### config.mk
export PLATFORM = sky130hd
export DESIGN_NAME = sparam_sweep_sequencer
export DESIGN_NICKNAME = d
export VERILOG_FILES = /design/src/rtl/sparam_seq_pkg.sv /design/src/rtl/seq_down_timer.sv /design/src/rtl/sparam_sweep_sequencer.sv
export SDC_FILE = /design/constraint.sdc
export NUM_CORES = 1
export LEC_CHECK = 0
export CORE_MARGIN = 2
export CORE_UTILIZATION = 40
export CTS_CLUSTER_DIAMETER = 80
export CTS_CLUSTER_SIZE = 14
export DETAILED_ROUTE_END_ITERATION = 16
export PLACE_DENSITY = 0.8
export SYNTH_ARGS = -nofsm -noshare
export SYNTH_HDL_FRONTEND = slang
export SYNTH_SLANG_ARGS = --single-unit
### constraint.sdc
create_clock -name clk -period 3.33 [get_ports clk]
set_clock_uncertainty 0.1 [all_clocks]
set_input_delay 0.666 -clock clk [delete_from_list [all_inputs] [get_ports clk]]
set_output_delay 0.666 -clock clk [all_outputs]
set_load 0.03 [all_outputs]
### src/rtl/sparam_seq_pkg.sv
// rtl/sparam_seq_pkg.sv - shared types and defaults for the S-parameter sweep sequencer
package sparam_seq_pkg;

  typedef enum logic [2:0] {
    S_IDLE,
    S_SETTLE,
    S_REQ,
    S_WAIT_ACK,
    S_EMIT,
    S_ADVANCE,
    S_FINISH
  } state_t;

  typedef logic [1:0] port_idx_t;

  localparam int DEF_NPORTS      = 3;
  localparam int DEF_FREQ_W      = 10;
  localparam int DEF_DATA_W      = 16;
  localparam int DEF_SETTLE_CYC  = 16;
  localparam int DEF_TIMEOUT_CYC = 255;

  typedef struct packed {
    logic [DEF_FREQ_W-1:0]            freq;
    port_idx_t                        src;
    logic [DEF_NPORTS*DEF_DATA_W-1:0] data;
  } record_t;

  // Timer holds at most max(a,b)-1, since loads are biased by one.
  function automatic int timer_width(input int a, input int b);
    int m;
    m = (a > b) ? a : b;
    return (m < 2) ? 1 : $clog2(m);
  endfunction

endpackage

### src/rtl/seq_down_timer.sv
// rtl/seq_down_timer.sv - loadable saturating down-counter with zero flag
module seq_down_timer #(
  parameter int W = 8
) (
  input  logic         clk,
  input  logic         rst_n,
  input  logic         load,
  input  logic [W-1:0] load_val,
  input  logic         dec,
  output logic         zero
);

  logic [W-1:0] count;

  always_ff @(posedge clk or negedge rst_n) begin
    if (!rst_n) begin
      count <= '0;
    end else if (load) begin
      count <= load_val;
    end else if (dec && (count != '0)) begin
      count <= count - W'(1);
    end
  end

  assign zero = (count == '0);

endmodule

### src/rtl/sparam_sweep_sequencer.sv
// rtl/sparam_sweep_sequencer.sv - steps frequency x source port, handshakes receiver, emits one record per pair
module sparam_sweep_sequencer
  import sparam_seq_pkg::*;
#(
  parameter int NPORTS      = DEF_NPORTS,
  parameter int FREQ_W      = DEF_FREQ_W,
  parameter int DATA_W      = DEF_DATA_W,
  parameter int SETTLE_CYC  = DEF_SETTLE_CYC,
  parameter int TIMEOUT_CYC = DEF_TIMEOUT_CYC
) (
  input  logic                     clk,
  input  logic                     rst_n,
  input  logic                     start,
  input  logic                     abort,
  input  logic [FREQ_W-1:0]        num_points,
  output logic [FREQ_W-1:0]        freq_idx,
  output logic [1:0]               src_port,
  output logic                     src_en,
  output logic                     meas_req,
  input  logic                     meas_ack,
  input  logic [NPORTS*DATA_W-1:0] meas_data,
  output logic                     out_valid,
  input  logic                     out_ready,
  output logic [FREQ_W-1:0]        out_freq,
  output logic [1:0]               out_src,
  output logic [NPORTS*DATA_W-1:0] out_data,
  output logic                     busy,
  output logic                     done,
  output logic                     err_timeout
);

  localparam int TW = timer_width(SETTLE_CYC, TIMEOUT_CYC);
  // Loads are count-1 so that the zero flag marks the final cycle of each window.
  localparam logic [TW-1:0] SETTLE_LOAD  = TW'(SETTLE_CYC - 1);
  localparam logic [TW-1:0] TIMEOUT_LOAD = TW'(TIMEOUT_CYC - 1);
  localparam port_idx_t     LAST_PORT    = port_idx_t'(NPORTS - 1);

  state_t            state, state_next;
  logic              timer_load, timer_dec, timer_zero;
  logic [TW-1:0]     timer_val;
  logic [FREQ_W-1:0] num_pts;
  logic              accept_start, capture, timeout_hit, last_rec, abort_hit;

  seq_down_timer #(.W(TW)) u_timer (
    .clk      (clk),
    .rst_n    (rst_n),
    .load     (timer_load),
    .load_val (timer_val),
    .dec      (timer_dec),
    .zero     (timer_zero)
  );

  assign abort_hit = abort && (state != S_IDLE);
  assign last_rec  = (freq_idx == (num_pts - FREQ_W'(1))) && (src_port == LAST_PORT);

  assign busy      = (state != S_IDLE);
  assign meas_req  = (state == S_REQ);
  assign out_valid = (state == S_EMIT);
  assign done      = (state == S_FINISH);

  always_ff @(posedge clk or negedge rst_n) begin
    if (!rst_n) state <= S_IDLE;
    else        state <= state_next;
  end

  always_comb begin
    state_next   = state;
    timer_load   = 1'b0;
    timer_val    = SETTLE_LOAD;
    timer_dec    = 1'b0;
    accept_start = 1'b0;
    capture      = 1'b0;
    timeout_hit  = 1'b0;
    if (abort_hit) begin
      state_next = S_IDLE;
    end else begin
      case (state)
        S_IDLE: begin
          if (start && !abort) begin
            accept_start = 1'b1;
            if (num_points == '0) begin
              state_next = S_FINISH;
            end else begin
              timer_load = 1'b1;
              state_next = S_SETTLE;
            end
          end
        end
        S_SETTLE: begin
          // Timeout window opens with the request cycle itself.
          if (timer_zero) begin
            timer_load = 1'b1;
            timer_val  = TIMEOUT_LOAD;
            state_next = S_REQ;
          end else begin
            timer_dec = 1'b1;
          end
        end
        S_REQ: begin
          timer_dec  = 1'b1;
          state_next = S_WAIT_ACK;
        end
        S_WAIT_ACK: begin
          if (meas_ack) begin
            capture    = 1'b1;
            state_next = S_EMIT;
          end else if (timer_zero) begin
            timeout_hit = 1'b1;
            state_next  = S_FINISH;
          end else begin
            timer_dec = 1'b1;
          end
        end
        S_EMIT: begin
          if (out_ready) state_next = S_ADVANCE;
        end
        S_ADVANCE: begin
          if (last_rec) begin
            state_next = S_FINISH;
          end else begin
            timer_load = 1'b1;
            state_next = S_SETTLE;
          end
        end
        S_FINISH: state_next = S_IDLE;
        default:  state_next = S_IDLE;
      endcase
    end
  end

  always_ff @(posedge clk or negedge rst_n) begin
    if (!rst_n) begin
      num_pts     <= '0;
      freq_idx    <= '0;
      src_port    <= '0;
      src_en      <= 1'b0;
      out_freq    <= '0;
      out_src     <= '0;
      out_data    <= '0;
      err_timeout <= 1'b0;
    end else if (abort_hit) begin
      src_en   <= 1'b0;
      freq_idx <= '0;
      src_port <= '0;
    end else begin
      if (accept_start) begin
        num_pts     <= num_points;
        err_timeout <= 1'b0;
        freq_idx    <= '0;
        src_port    <= '0;
        src_en      <= (num_points != '0);
      end
      if (capture) begin
        out_freq <= freq_idx;
        out_src  <= src_port;
        out_data <= meas_data;
      end
      if (timeout_hit) begin
        err_timeout <= 1'b1;
        src_en      <= 1'b0;
      end
      if (state == S_ADVANCE) begin
        if (src_port == LAST_PORT) begin
          src_port <= '0;
          freq_idx <= freq_idx + FREQ_W'(1);
        end else begin
          src_port <= src_port + 2'd1;
        end
        if (last_rec) src_en <= 1'b0;
      end
      if (state == S_FINISH) begin
        freq_idx <= '0;
        src_port <= '0;
      end
    end
  end

endmodule

==> flow_metrics.tcl, run 1 <==
set metrics [dict create \
    status "finished clean" \
    fmax_mhz 326.7 \
    dpl-instance-area_um2 6093 \
    min_path_type "in -> async" \
    placementRows 38 \
    vias 3664 \
    diodes 0 \
    area_growth_pct 39.74 \
    seq_area_frac_synth 0.5218 \
    cts_buffer_depth 2 \
    synthAdderAreaFrac 0.01099 \
    cp_slowest_cell "clkdlybuf4s50_1" \
    setup.worst_path.start "state[1]$_DFFE_PN0P_" \
    cts_max_level 3 \
    die-height_um 110.7 \
    worstPathMaxFanout 14 \
    track_usage 0.1909 \
    dieWidth_um 110.7 \
    crit_chain "inv_1 -> nor3_1 -> clkdlybuf4s50_1" \
    gp_congestion 0.8987 \
    synth-compound-area-share 0.09585 \
    synth_nets 459 \
    setup-tns-final_ps 0 \
    ir_drop_mv 0.4682 \
    cts.clk_slew.worst_paths_ps 70 \
    period_minus_slack_ps 3060 \
    drc 0 \
    core_area_um2 10980 \
    antenna_found_initial 0 \
    finalSetupViolations 0 \
    end_kind "output port" \
    postSynth.asyncResetShare 1.000 \
    cp.arrival_ps 2290 \
    cts_tree "done" \
    drt_pass1_iterations 7 \
    ctsHoldBuffers 0 \
    p_per_area_nw_per_um2 712.0 \
    grt_max_degree 62 \
    grt_pass1_vias 3801 \
    viasPerCell 5.444 \
    maxCapViolCount 0 \
    startpoint_type "flip-flop" \
    ys_types 58 \
    synth.ff_latch_count 95 \
    ios 142 \
    grt_pass1_wl_mm 18.93 \
    syn_area_per_cell_um2 11.65 \
    rsz0062_at_grt "no" \
    synth_mux_area_frac 0.1755 \
    post-place-ws_ps 548.6 \
    fin_area_um2 6366 \
    worstPathRequired_ps 2560 \
    period_share 0.9191 \
    netlist_area_um2 4556 \
    start_util 0.4148 \
    die-area_um2 12260 \
    ys.flop_type "dfrtp_1" \
    wl_mm 11.42 \
    finalWorstSetupSlack_ps 269.5 \
    clock_sinks 95 \
    max_slew.worst_pin.slew_ps 661.2 \
    portBuffers 141 \
    final_hold_viol_count 0 \
    drtAntennaViolNets 0 \
    leakage_nw 2.755 \
    r2r_start "num_pts[0]$_DFFE_PN0P_" \
    cp_slowest_stage_delay_ps 740 \
    crit_buf_inv 2 \
    ys_warn_count 0 \
    synth_cells 391 \
    crit_family "buffers and inverters" \
    wire_per_inst_um 16.96 \
    dpl.hpwl_mm 8.206 \
    clkLatencyLatePin_ps 350 \
    drive_gt1_frac 0.1989 \
    synth-simple-area-share 0.1327 \
    final-max-slew-violation-count 0 \
    max_slew_margin 0.5592 \
    cts_resized 0 \
    cts_buffers 9 \
    crit_type "reg -> out" \
    post-cts-setup-buffers 0 \
    synth_top_family_by_area "multiplexers" \
    synth_edf_count 0 \
    overflow 0 \
    drt-initial-drc-count 302 \
    clock-root-buffer "clkbuf_16" \
    synth_xor_area_frac 0.03268 \
    fin_nets 596 \
]
## per-stage QoR
step	util	power, W	hold WS [ps]	instances
final	0.5796	0.004533	240.2	673
after global routing	0.5796	0.004781	302.7	673
after CTS	0.5796	0.004561	262.4	673
after detailed placement	0.5548	0.003576	391.7	657
after global placement	0.5548	0.003515	369.6	657
after floorplan	-	0.002871	270.4	391
## cells by family (layout without fill, tap and decap cells)
family | after synthesis | in the layout
AND/OR/NAND/NOR | 117 | 117
flip-flops | 95 | 95
multiplexers | 71 | 71
AO/OA/AOI/OAI | 59 | 59
buffers and inverters | 28 | 170
XOR/XNOR | 17 | 17
adder cells (fa/ha/maj) | 4 | 4
## cells in the final DEF (no fill, tap or decap), drive strengths merged, types with 2 or more instances in the layout
master and n:
and2 3, a31oi 4, nand4 2, o31ai 4
xnor2 8, a22o 2, clkinvlp 2, dfrtp 95
nand4b 2, a32oi 2, and3 7, ha 4
o211ai 3, nor2b 2, nand2 24, nand2b 2
nand3b 2, or3 2, clkinv 4, nor4 6
o21ai 15, nor3b 3, mux2 71, a211oi 6
nor2 30, inv 9, xor2 9, a21oi 10
clkbuf 9, clkdlybuf4s50 140, nor3 11, buf 6
a221o 2, nand3 15
## synthesized netlist by cell type (2+ instances only)
library cell	instances	area (um2)
clkbuf_1	13	48.80
buf_6	2	22.52
nand4_1	2	12.51
a31oi_1	4	25.02
dfrtp_1	95	2377
a21oi_1	10	50.05
xor2_1	9	78.83
or3_1	2	12.51
nand2b_1	2	12.51
xnor2_1	8	70.07
nor2b_1	2	12.51
nor4_1	6	37.54
nand4b_1	2	17.52
buf_2	3	15.01
mux2_2	71	799.5
o31ai_1	4	30.03
a221o_1	2	20.02
a22o_1	2	17.52
nand3_1	15	75.07
inv_1	8	30.03
o211ai_1	3	22.52
nor2_1	30	112.6
nand2_1	23	86.33
nor3_1	10	50.05
and3_1	7	43.79
nor3b_1	3	22.52
o21ai_0	15	75.07
a211oi_2	5	62.56
ha_1	4	50.05
## layout make-up
| type | count | area (um2) |
|---|---|---|
| repair buffers | 146 | 1471 |
| multi-input cells | 268 | 2039 |
| flip-flops and latches | 95 | 2377 |
| clock inverters | 7 | 47.55 |
| clock buffers | 9 | 225.2 |
| fillers | 919 | 4617 |
| well taps | 140 | 175.2 |
| inverters | 8 | 30.03 |
## registers in the layout, indices dropped and copies added, names as in the netlist
signal / cells
out_src: 2
u_timer.count: 8
out_freq: 10
state: 3
out_data: 48
src_port: 2
freq_idx: 10
num_pts: 10
src_en: 1
err_timeout: 1
## worst paths after layout
check	cells past startpoint	end	slack (ps)
min reg2reg	1	out_data[30]$_DFFE_PN0P_	400
min in group clk	1	out_data[30]$_DFFE_PN0P_	400
max in group asynchronous	2	num_pts[5]$_DFFE_PN0P_	2200
max	3	done	270
max reg2reg	8	u_timer.count[4]$_DFFE_PN0P_	830
min	1	out_data[19]$_DFFE_PN0P_	240
## metal layers
layer	wire length, um	GRT usage	share of wire
met4	235	0.08500	0.021
met3	939	0.06397	0.082
met1	4776	0.2424	0.42
met2	5464	0.2973	0.48
met5	0	0	0
## power by group
part / internal (W) / leakage (nW) / total [W] / switching [W]
logic: 0.000855 / 1.37 / 0.00187 / 0.00101
registers: 0.00145 / 1.25 / 0.00171 / 0.000262
clock network: 0.000506 / 0.132 / 0.000959 / 0.000453
Power figures use the tool's default switching activity.
==> run 2: changes to the inputs <==
Settings changed: CTS_CLUSTER_SIZE 14 to not set.
==> results of run 2 <==
Final layout, timing and power as in run 1 (identical DEF).
==> run 3: changes to the inputs <==
Settings changed: MAX_ROUTING_LAYER set to met4.
==> flow_metrics.tcl, run 3 (synthesis gave the netlist of run 1 again) <==
set metrics [dict create \
    status "finished clean" \
    fin_nets 596 \
    post-cts-setup-buffers 0 \
    clock-root-buffer "clkbuf_16" \
    multi_input_area_um2 2039 \
    die-height_um 110.7 \
    leakage_nw 2.761 \
    dieWidth_um 110.7 \
    cts.clk_slew.worst_paths_ps 60 \
    fin_area_um2 6369 \
    cts_tree "done" \
    viasPerCell 5.359 \
    mostFrequentLayoutCells "clkdlybuf4s50_1, dfrtp_1, mux2_2, nor2_1, nand2_1" \
    cp.arrival_ps 2250 \
    finalWorstSetupSlack_ps 310.5 \
    cts_max_level 3 \
    period_minus_slack_ps 3019 \
    grt_pass1_vias 3835 \
    largest_reg_flops 48 \
    end_kind "output port" \
    final_common_cell "clkdlybuf4s50_1" \
    track_usage 0.1932 \
    antenna_found_initial 0 \
    cts_buffers 9 \
    area_growth_pct 39.80 \
    ir_drop_mv 0.4470 \
    worstPathRequired_ps 2560 \
    finalSetupViolations 0 \
    worstPathMaxFanout 14 \
    drt_pass1_iterations 4 \
    wl_mm 11.18 \
    finish.utilization 0.5799 \
    post-place-cells 657 \
    rsz0062_at_grt "no" \
    placementRows 38 \
    min_path_type "in -> async" \
    ios 142 \
    period_share 0.9068 \
    cts_resized 0 \
    dpl.hpwl_mm 8.202 \
    drtAntennaViolNets 0 \
    fmax_mhz 331.2 \
    core_area_um2 10980 \
    grt_pass1_wl_mm 18.66 \
    drive_gt1_frac 0.1955 \
    crit_type "reg -> out" \
    drt-initial-drc-count 196 \
    setup-tns-final_ps 0 \
    diodes 0 \
    overflow 0 \
    max_slew.worst_pin.slew_ps 589.3 \
    maxCapViolCount 0 \
    p_per_area_nw_per_um2 710.4 \
    gp_congestion 0.8836 \
    drc 0 \
    post-place-ws_ps 587.0 \
    final-max-slew-violation-count 0 \
    start_util 0.4148 \
    r2r_cells 8 \
    die-area_um2 12260 \
    clkLatencyLatePin_ps 340 \
    max_slew_margin 0.6072 \
    wire_per_inst_um 16.63 \
    cts_buffer_depth 2 \
    fillers 908 \
    portBuffers 141 \
    grt_max_degree 62 \
    startpoint_type "flip-flop" \
    seq_area_um2 2377 \
    regMostFlops "out_data" \
    final_hold_viol_count 0 \
    vias 3601 \
    ctsHoldBuffers 0 \
    dpl-instance-area_um2 6093 \
    clock_sinks 95 \
    finalNonFillerCells 672 \
]
-- run 3: worst max-delay path, cell delays in order (launching register included) --
cell             delay (ps)
dfrtp_1                 580
inv_1                   210
nor3_1                  380
clkdlybuf4s50_1         750
-- run 3: path summary, 6_finish.rpt --
kind / from / endpoint / slack (ps)
max: state[1]$_DFFE_PN0P_ / done / 310
min: rst_n / out_data[19]$_DFFE_PN0P_ / 220
max reg2reg: num_pts[0]$_DFFE_PN0P_ / u_timer.count[4]$_DFFE_PN0P_ / 780
min reg2reg: out_data[21]$_DFFE_PN0P_ / out_data[21]$_DFFE_PN0P_ / 400
max in group asynchronous: rst_n / num_pts[0]$_DFFE_PN0P_ / 2230
min in group clk: out_data[21]$_DFFE_PN0P_ / out_data[21]$_DFFE_PN0P_ / 400
-- run 3: per-layer routing --
| metal | vias to the layer above | share of wire | global-route usage | wire length (um) |
|---|---|---|---|---|
| li1 | 1688 | - | - | - |
| met1 | 1773 | 0.43 | 0.2327 | 4843 |
| met2 | 126 | 0.49 | 0.3055 | 5448 |
| met3 | 14 | 0.063 | 0.05577 | 705 |
| met4 | 0 | 0.016 | 0.08083 | 179 |
| met5 | - | 0 | - | 0 |
-- run 3: stage by stage --
| step | hold slack, ps | total power (W) |
|---|---|---|
| final | 218.6 | 0.004524 |
| after global routing | 259.8 | 0.004787 |
| after CTS | 238.5 | 0.004570 |
| after detailed placement | 392.6 | 0.003583 |
| after global placement | 369.2 | 0.003518 |
| after floorplan | 270.4 | 0.002871 |
-- run 3: power by group --
part	internal (W)	switching, W	total (W)
Combinational	0.000855	0.000998	0.00185
Clock	0.000542	0.000418	0.000960
Sequential	0.00145	0.000266	0.00171
-- run 3: layout make-up --
cell class | count | share of cell area
Clock inverter | 3 | 0.002947
Tap cell | 140 | 0.02750
Multi-Input combinational cell | 268 | 0.3202
Clock buffer | 12 | 0.04028
Sequential cell | 95 | 0.3733
Timing Repair Buffer | 146 | 0.2310
Inverter | 8 | 0.004715
